**src/rtl/snake_pkg.sv**
```systemverilog
// Shared types and constants for the snake game controller.
// Holds the run-state encoding, one-hot directions and default timing values.
package snake_pkg;

    typedef enum logic [2:0] {
        IDLE  = 3'd0,
        CLEAR = 3'd1,
        READY = 3'd2,
        PLAY  = 3'd3,
        PAUSE = 3'd4,
        OVER  = 3'd5
    } state_t;

    localparam logic [3:0] DIR_UP    = 4'b0001;
    localparam logic [3:0] DIR_LEFT  = 4'b0010;
    localparam logic [3:0] DIR_DOWN  = 4'b0100;
    localparam logic [3:0] DIR_RIGHT = 4'b1000;

    localparam int DEF_FRAME_DIV     = 833333;
    localparam int DEF_BASE_FRAMES   = 15;
    localparam int DEF_MIN_FRAMES    = 4;
    localparam int DEF_SPEEDUP_EVERY = 4;
    localparam int DEF_CLEAR_CYCLES  = 19200;

    function automatic logic [3:0] opposite_dir(input logic [3:0] dir);
        logic [3:0] opp;
        case (dir)
            DIR_UP:    opp = DIR_DOWN;
            DIR_LEFT:  opp = DIR_RIGHT;
            DIR_DOWN:  opp = DIR_UP;
            DIR_RIGHT: opp = DIR_LEFT;
            default:   opp = 4'b0000;
        endcase
        return opp;
    endfunction

    function automatic logic is_onehot4(input logic [3:0] v);
        return (v != 4'b0000) && ((v & (v - 4'd1)) == 4'b0000);
    endfunction

endpackage

```
**src/rtl/snake_tick_gen.sv**
```systemverilog
// Move pacing: frame divider, per-move frame counter and the single-cycle move pulse.
// With SNAKE_CTRL_SPEEDUP_EN defined, frames per move shrinks with level; otherwise it is fixed.
module snake_tick_gen
    import snake_pkg::*;
#(
    parameter int FRAME_DIV   = DEF_FRAME_DIV,
    parameter int BASE_FRAMES = DEF_BASE_FRAMES,
    parameter int MIN_FRAMES  = DEF_MIN_FRAMES
) (
    input  logic       clk,
    input  logic       resetn,
    input  logic       run,
    input  logic       clear,
    input  logic [3:0] level,
    output logic       move_tick
);

    localparam int FW = (FRAME_DIV > 1) ? $clog2(FRAME_DIV) : 1;
    localparam int MW = $clog2(BASE_FRAMES + 1);

    logic [FW-1:0] frame_cnt;
    logic [MW-1:0] move_cnt;
    logic [MW-1:0] frames_per_move;
    logic          frame_strobe;

`ifdef SNAKE_CTRL_SPEEDUP_EN
    always_comb begin
        if (int'(level) >= BASE_FRAMES - MIN_FRAMES)
            frames_per_move = MW'(MIN_FRAMES);
        else
            frames_per_move = MW'(BASE_FRAMES - int'(level));
    end
`else
    logic unused_level;
    assign unused_level    = ^level;
    assign frames_per_move = MW'(BASE_FRAMES);
`endif

    assign frame_strobe = run && (frame_cnt == FW'(FRAME_DIV - 1));
    // >= rather than == so a level-up that shrinks the target below the running count still fires
    assign move_tick    = frame_strobe && (move_cnt >= frames_per_move - MW'(1));

    always_ff @(posedge clk or negedge resetn) begin
        if (!resetn) begin
            frame_cnt <= '0;
            move_cnt  <= '0;
        end else if (clear) begin
            frame_cnt <= '0;
            move_cnt  <= '0;
        end else if (frame_strobe) begin
            frame_cnt <= '0;
            move_cnt  <= move_tick ? '0 : move_cnt + MW'(1);
        end else if (run) begin
            frame_cnt <= frame_cnt + FW'(1);
        end
    end

endmodule

```
**src/rtl/snake_game_ctrl.sv**
```systemverilog
// Game-level sequencer for the snake datapath: run state, datapath controls and direction commit.
// Optional speed-up build: define SNAKE_CTRL_SPEEDUP_EN to let level rise with foods eaten.
module snake_game_ctrl
    import snake_pkg::*;
#(
    parameter int FRAME_DIV     = DEF_FRAME_DIV,
    parameter int BASE_FRAMES   = DEF_BASE_FRAMES,
    parameter int MIN_FRAMES    = DEF_MIN_FRAMES,
    parameter int SPEEDUP_EVERY = DEF_SPEEDUP_EVERY,
    parameter int CLEAR_CYCLES  = DEF_CLEAR_CYCLES
) (
    input  logic       clk,
    input  logic       resetn,
    input  logic       start_btn,
    input  logic       pause_btn,
    input  logic [3:0] dir_req,
    input  logic       good_collision,
    input  logic       bad_collision,
    output logic       game_reset,
    output logic       game_display,
    output logic       snake_start,
    output logic       move_tick,
    output logic [3:0] dir_out,
    output logic [3:0] level,
    output logic [7:0] eaten,
    output logic       game_over,
    output logic [2:0] state_out
);

    localparam int CW = (CLEAR_CYCLES > 1) ? $clog2(CLEAR_CYCLES) : 1;

    state_t        state, next_state;
    logic          start_q, pause_q;
    logic          start_edge, pause_edge;
    logic [CW-1:0] clear_cnt;
    logic          clear_done;
    logic [3:0]    pending;
    logic          dir_accept;
    logic          tick;
    logic          food;
    logic          game_reset_d, game_display_d, snake_start_d, game_over_d;

    assign start_edge = start_btn & ~start_q;
    assign pause_edge = pause_btn & ~pause_q;
    assign clear_done = (clear_cnt == CW'(CLEAR_CYCLES - 1));
    assign food       = (state == PLAY) && good_collision && !bad_collision;
    assign state_out  = state;

    // Reversal is judged against the committed direction so two quick turns cannot fold the snake back
    assign dir_accept = ((state == READY) || (state == PLAY)) && is_onehot4(dir_req)
                        && (dir_req != opposite_dir(dir_out));

    always_ff @(posedge clk or negedge resetn) begin
        if (!resetn) begin
            state        <= IDLE;
            start_q      <= 1'b0;
            pause_q      <= 1'b0;
            game_reset   <= 1'b1;
            game_display <= 1'b0;
            snake_start  <= 1'b0;
            game_over    <= 1'b0;
        end else begin
            state        <= next_state;
            start_q      <= start_btn;
            pause_q      <= pause_btn;
            game_reset   <= game_reset_d;
            game_display <= game_display_d;
            snake_start  <= snake_start_d;
            game_over    <= game_over_d;
        end
    end

    always_comb begin
        next_state = state;
        unique case (state)
            IDLE:  if (start_edge) next_state = CLEAR;
            CLEAR: if (clear_done) next_state = READY;
            READY: if (dir_accept || start_edge) next_state = PLAY;
            PLAY: begin
                if (bad_collision)   next_state = OVER;
                else if (pause_edge) next_state = PAUSE;
            end
            PAUSE: begin
                if (start_edge)      next_state = CLEAR;
                else if (pause_edge) next_state = PLAY;
            end
            OVER:  if (start_edge) next_state = CLEAR;
            default: next_state = IDLE;
        endcase
    end

    // Decoded from next_state so the registered controls line up with the state they belong to
    always_comb begin
        game_reset_d   = 1'b0;
        game_display_d = 1'b0;
        snake_start_d  = 1'b0;
        game_over_d    = 1'b0;
        case (next_state)
            IDLE, CLEAR: game_reset_d = 1'b1;
            READY:       game_display_d = 1'b1;
            PLAY, PAUSE: begin
                game_display_d = 1'b1;
                snake_start_d  = 1'b1;
            end
            OVER: begin
                game_display_d = 1'b1;
                snake_start_d  = 1'b1;
                game_over_d    = 1'b1;
            end
            default: game_reset_d = 1'b1;
        endcase
    end

    always_ff @(posedge clk or negedge resetn) begin
        if (!resetn)
            clear_cnt <= '0;
        else if (state == CLEAR)
            clear_cnt <= clear_cnt + CW'(1);
        else
            clear_cnt <= '0;
    end

    always_ff @(posedge clk or negedge resetn) begin
        if (!resetn) begin
            pending   <= DIR_RIGHT;
            dir_out   <= DIR_RIGHT;
            move_tick <= 1'b0;
        end else begin
            move_tick <= tick;
            if (state == CLEAR) begin
                pending <= DIR_RIGHT;
                dir_out <= DIR_RIGHT;
            end else begin
                if (dir_accept)
                    pending <= dir_req;
                if ((state == READY) && dir_accept)
                    dir_out <= dir_req;
                else if (tick)
                    dir_out <= pending;
            end
        end
    end

    always_ff @(posedge clk or negedge resetn) begin
        if (!resetn)
            eaten <= 8'd0;
        else if (state == CLEAR)
            eaten <= 8'd0;
        else if (food && (eaten != 8'hFF))
            eaten <= eaten + 8'd1;
    end

`ifdef SNAKE_CTRL_SPEEDUP_EN
    localparam int SW        = (SPEEDUP_EVERY > 1) ? $clog2(SPEEDUP_EVERY) : 1;
    localparam int LEVEL_MAX = ((BASE_FRAMES - MIN_FRAMES) > 15) ? 15 : (BASE_FRAMES - MIN_FRAMES);

    logic [SW-1:0] speed_cnt;

    // speed_cnt tracks eaten mod SPEEDUP_EVERY without a divider
    always_ff @(posedge clk or negedge resetn) begin
        if (!resetn) begin
            speed_cnt <= '0;
            level     <= 4'd0;
        end else if (state == CLEAR) begin
            speed_cnt <= '0;
            level     <= 4'd0;
        end else if (food && (eaten != 8'hFF)) begin
            if (speed_cnt == SW'(SPEEDUP_EVERY - 1)) begin
                speed_cnt <= '0;
                if (level < 4'(LEVEL_MAX))
                    level <= level + 4'd1;
            end else begin
                speed_cnt <= speed_cnt + SW'(1);
            end
        end
    end
`else
    assign level = 4'd0;
`endif

    snake_tick_gen #(
        .FRAME_DIV   (FRAME_DIV),
        .BASE_FRAMES (BASE_FRAMES),
        .MIN_FRAMES  (MIN_FRAMES)
    ) u_tick_gen (
        .clk       (clk),
        .resetn    (resetn),
        .run       (state == PLAY),
        .clear     (state == CLEAR),
        .level     (level),
        .move_tick (tick)
    );

endmodule

```
**config.mk**
```make
export PLATFORM = sky130hd
export DESIGN_NAME = snake_game_ctrl
export DESIGN_NICKNAME = d
export VERILOG_FILES = /design/src/rtl/snake_pkg.sv /design/src/rtl/snake_tick_gen.sv /design/src/rtl/snake_game_ctrl.sv
export SDC_FILE = /design/constraint.sdc
export NUM_CORES = 1
export LEC_CHECK = 0
export ABC_AREA = 1
export BUFFER_PORTS_ARGS = -buffer_cell sky130_fd_sc_hd__buf_2
export CORE_MARGIN = 2
export CORE_UTILIZATION = 59
export CTS_CLUSTER_SIZE = 40
export DETAILED_ROUTE_END_ITERATION = 8
export PLACE_DENSITY = 0.83
export SLEW_MARGIN = 20
export SYNTH_ARGS = -nofsm -noshare
export SYNTH_HDL_FRONTEND = slang
export SYNTH_SLANG_ARGS = --single-unit
```
**constraint.sdc**
```tcl
create_clock -name clk -period 2.05 [get_ports clk]
set_clock_uncertainty 0.2 [all_clocks]
set_input_delay 0.1025 -clock clk [delete_from_list [all_inputs] [get_ports clk]]
set_output_delay 0.1025 -clock clk [all_outputs]
set_load 0.02 [all_outputs]
```
==> key figures <==
Run status
  – Outcome: finished, final reports clean

Flow run
  – Number of maximum-capacitance violations: 0

Clock network
  – CTS root buf: clkbuf_8
  – Skew-Pair Late Insertion Delay: 340 ps
  – Clock tree from TritonCTS: done
  – Clock slew seen by the registers of the worst setup and hold paths: 70 ps
  – Clock tree sinks: 65
  – Maximum root-to-sink buffer count: 2
  – Number of buffers added by the clock tree synthesis step: 9
  – CTS H-tree lvls: 3

STA
  – Final Hold Violating Endpoints: 0
  – Setup WS post-layout: 92.6 ps
  – Fmax: 511 MHz
  – Setup violators final: 0
  – Post-layout minimum cycle time: 1960 ps
  – Fraction of the cycle the final worst path needs: 0.955
  – Tightest Pin Transition: 565 ps
  – Final count of pins violating max slew: 0
  – Max-Slew Margin vs Limit: 0.623

Floorplanning
  – Core box area: 0.00596 sq mm
  – Boundary Pins: 34
  – Total Die Area: 0.00681 sq mm
  – Horizontal die dimension: 82.5 microns
  – Overall die height: 82.5 microns
  – Number of cell rows: 28
  – Effective utilization at floorplan: 0.611

Power
  – Switch Pwr: 1100 uW
  – Part of the total power dissipated in combinational logic: 0.226
  – Pleak: 0.00202 uW
  – Switching share of total power: 0.312
  – Post-layout power: 3520 uW
  – VDD IR max: 651 uV
  – Sequential fraction of design power: 0.415
  – P_int: 2420 uW
  – Power per standard cell area: 831 mW/mm^2
  – Clk pwr share: 0.359

Min path
  – Class of the most critical hold timing path: input pin to asynchronous set/reset pin

Synthesis
  – Sequential element share of the synthesized area: 0.448
  – Predominant post-synthesis flop cell: dfrtp_1
  – Async set-reset flop share out of synthesis: 1.00
  – Yosys cell types: 43
  – Register bit count reported by yosys: 65
  – Xor and xnor fraction of the mapped netlist area: 0.0193
  – Warnings from Yosys: 0
  – Post-synthesis area per instance: 7.50 sq um
  – Adder and majority cell fraction of the synthesized area: 0.0206
  – Share of cell area taken by muxes after synthesis: 0
  – Area of the mapped netlist: 0.00364 sq mm
  – Simple-gate area share of the yosys netlist: 0.318
  – Syn Inst Count: 485
  – Dominant combinational cell family by area after synthesis: simple AND/OR/NAND/NOR gates
  – Synth Area in Compound Gates: 0.101
  – Number of flops mapped to enable cells by yosys: 0

Layout
  – Fraction of the core area covered by cells at the end of the flow: 0.711
  – Sequential Area: 0.00163 sq mm
  – Area grow syn2layout: 16.5%
  – # nets final: 552
  – Area used by multi-input combinational logic: 0.00170 sq mm
  – Antenna fix cells: 0
  – Fill cell count: 458
  – Fraction of layout instances using a drive strength above 1: 0.139
  – Most common library cell in the layout ignoring fill and taps: nand2_1
  – Commonest non-fill, non-tap cells in the layout: 117 x nand2_1, 67 x nor2_1, 63 x inv_1

Worst setup path
  – Critical path type: flop to flop
  – Worst Path Required: 2110 ps
  – Arrival time worst endpoint: 2010 ps
  – Sort of element at the start of the critical path: flop
  – Crit path capture type: flop
  – Largest fanout on the critical path: 14

Detailed routing
  – DRC violation total after the first TritonRoute iteration: 174
  – Total via count in the routed design: 3386
  – WL final: 8.28 mm
  – DR WL/cell: 13.4 microns
  – Number of routed nets with antenna violations: 0
  – Count of TritonRoute iterations in the first routing pass: 4
  – Remaining DRCs: 0
  – Vias/cell: 5.50

GRT
  – Remaining Overflow, GRT: 0
  – Global-route wire length before repair: 13.5 mm
  – Initial antenna violation count: 0
  – Vias in the first global route: 3122
  – Largest net degree at the start of global routing: 46
  – Global-route usage over all layers: 0.262

Place
  – Pre-CTS setup slack: 117 ps
  – Port-buffer cells: 29
  – Last weighted congestion value of the routability-driven placer: 0.971
  – HPWL after DPL: 5.90 mm
## metal layers
layer	share of wire	GRT usage
met1	0.45	0.337
met2	0.48	0.445
met3	0.048	0.0489
met4	0.022	0.0869
met5	0	0
## power by group through the flow
stage,Sequential (uW),Combinational (uW),Clock [uW]
3_3_place_gp,1480,688,0
2_1_floorplan,1480,510,0
3_5_place_dp,1480,710,0
5_1_grt,1470,888,1340
4_1_cts,1460,725,1270
6_report,1460,795,1270
## per-stage QoR
stage / cells / hold slack, ps / area [sq um] / setup TNS (ps)
CTS: 614 / 66.0 / 4190 / 0
global placement: 590 / -106 / 3880 / 0
finish: 616 / 60.2 / 4240 / 0
detailed placement: 590 / -101 / 3880 / 0
floorplan: 488 / -393 / 3650 / 0
global route: 616 / 97.8 / 4240 / -21.6
## state kept, by name, indices dropped and copies added, names as in the netlist, 3 cells and up
register	flops
u_tick_gen.frame_cnt	20
clear_cnt	15
eaten	8
dir_out	4
pending	4
u_tick_gen.move_cnt	4
state_out	3
## layout make-up
class,instances,area share
Sequential cell,65,0.385
Multi-Input combinational cell,346,0.402
Clock buffer,14,0.0408
Clock inverter,2,0.0142
Tap cell,75,0.0222
Inverter,67,0.0594
Timing Repair Buffer,47,0.0768
## cell families (layout without fill, tap and decap cells)
group | after synthesis | in the layout
adder cells (fa/ha/maj) | 6 | 6
AO/OA/AOI/OAI | 65 | 65
AND/OR/NAND/NOR | 263 | 263
XOR/XNOR | 8 | 8
flip-flops | 65 | 65
other | 1 | 4
buffers and inverters | 77 | 130
## critical path, cell delays in order, from the launching register on
cell and delay (ps):
dfrtp_1 410, inv_1 200, nand3_2 210, inv_1 480
o21ai_0 210, a21oi_1 170
## path summary, 6_finish.rpt
kind                                start                endpoint  slack (ps)  cells past startpoint
max                          state_out[1]            clear_cnt[3]          90                      5
min                                resetn  u_tick_gen.move_cnt[3]          60                      2
max reg2reg                  state_out[1]            clear_cnt[3]          90                      5
min reg2reg                  clear_cnt[0]            clear_cnt[0]         260                      1
max in group asynchronous          resetn            clear_cnt[0]         980                      3
min in group clk           good_collision                eaten[1]          70                      5
## cell usage after synthesis, types with 2 or more instances
library cell / count / area, sq um
a211oi_1: 2 / 15.0
a21oi_1: 31 / 155
a21oi_2: 2 / 17.5
buf_4: 5 / 37.5
buf_6: 2 / 22.5
dfrtp_1: 62 / 1550
dfstp_2: 3 / 78.8
ha_1: 6 / 75.1
inv_1: 63 / 236
inv_2: 4 / 15.0
nand2_1: 118 / 443
nand3_1: 29 / 145
nand4_1: 11 / 68.8
nor2_1: 68 / 255
nor2_2: 2 / 12.5
nor3_1: 23 / 115
nor4_1: 2 / 12.5
o21ai_0: 18 / 90.1
o22ai_1: 3 / 18.8
o31ai_1: 2 / 15.0
xor2_1: 7 / 61.3
## what timing repair did
item / in CTS / in global routing
hold endpoints to repair: 73 / 0
setup endpoints to repair: 0 / 7
resized for setup: 0 / 4
setup buffers: 0 / 2
hold buffers: 8 / 0
No activity file was read; power rests on OpenSTA's default activity.
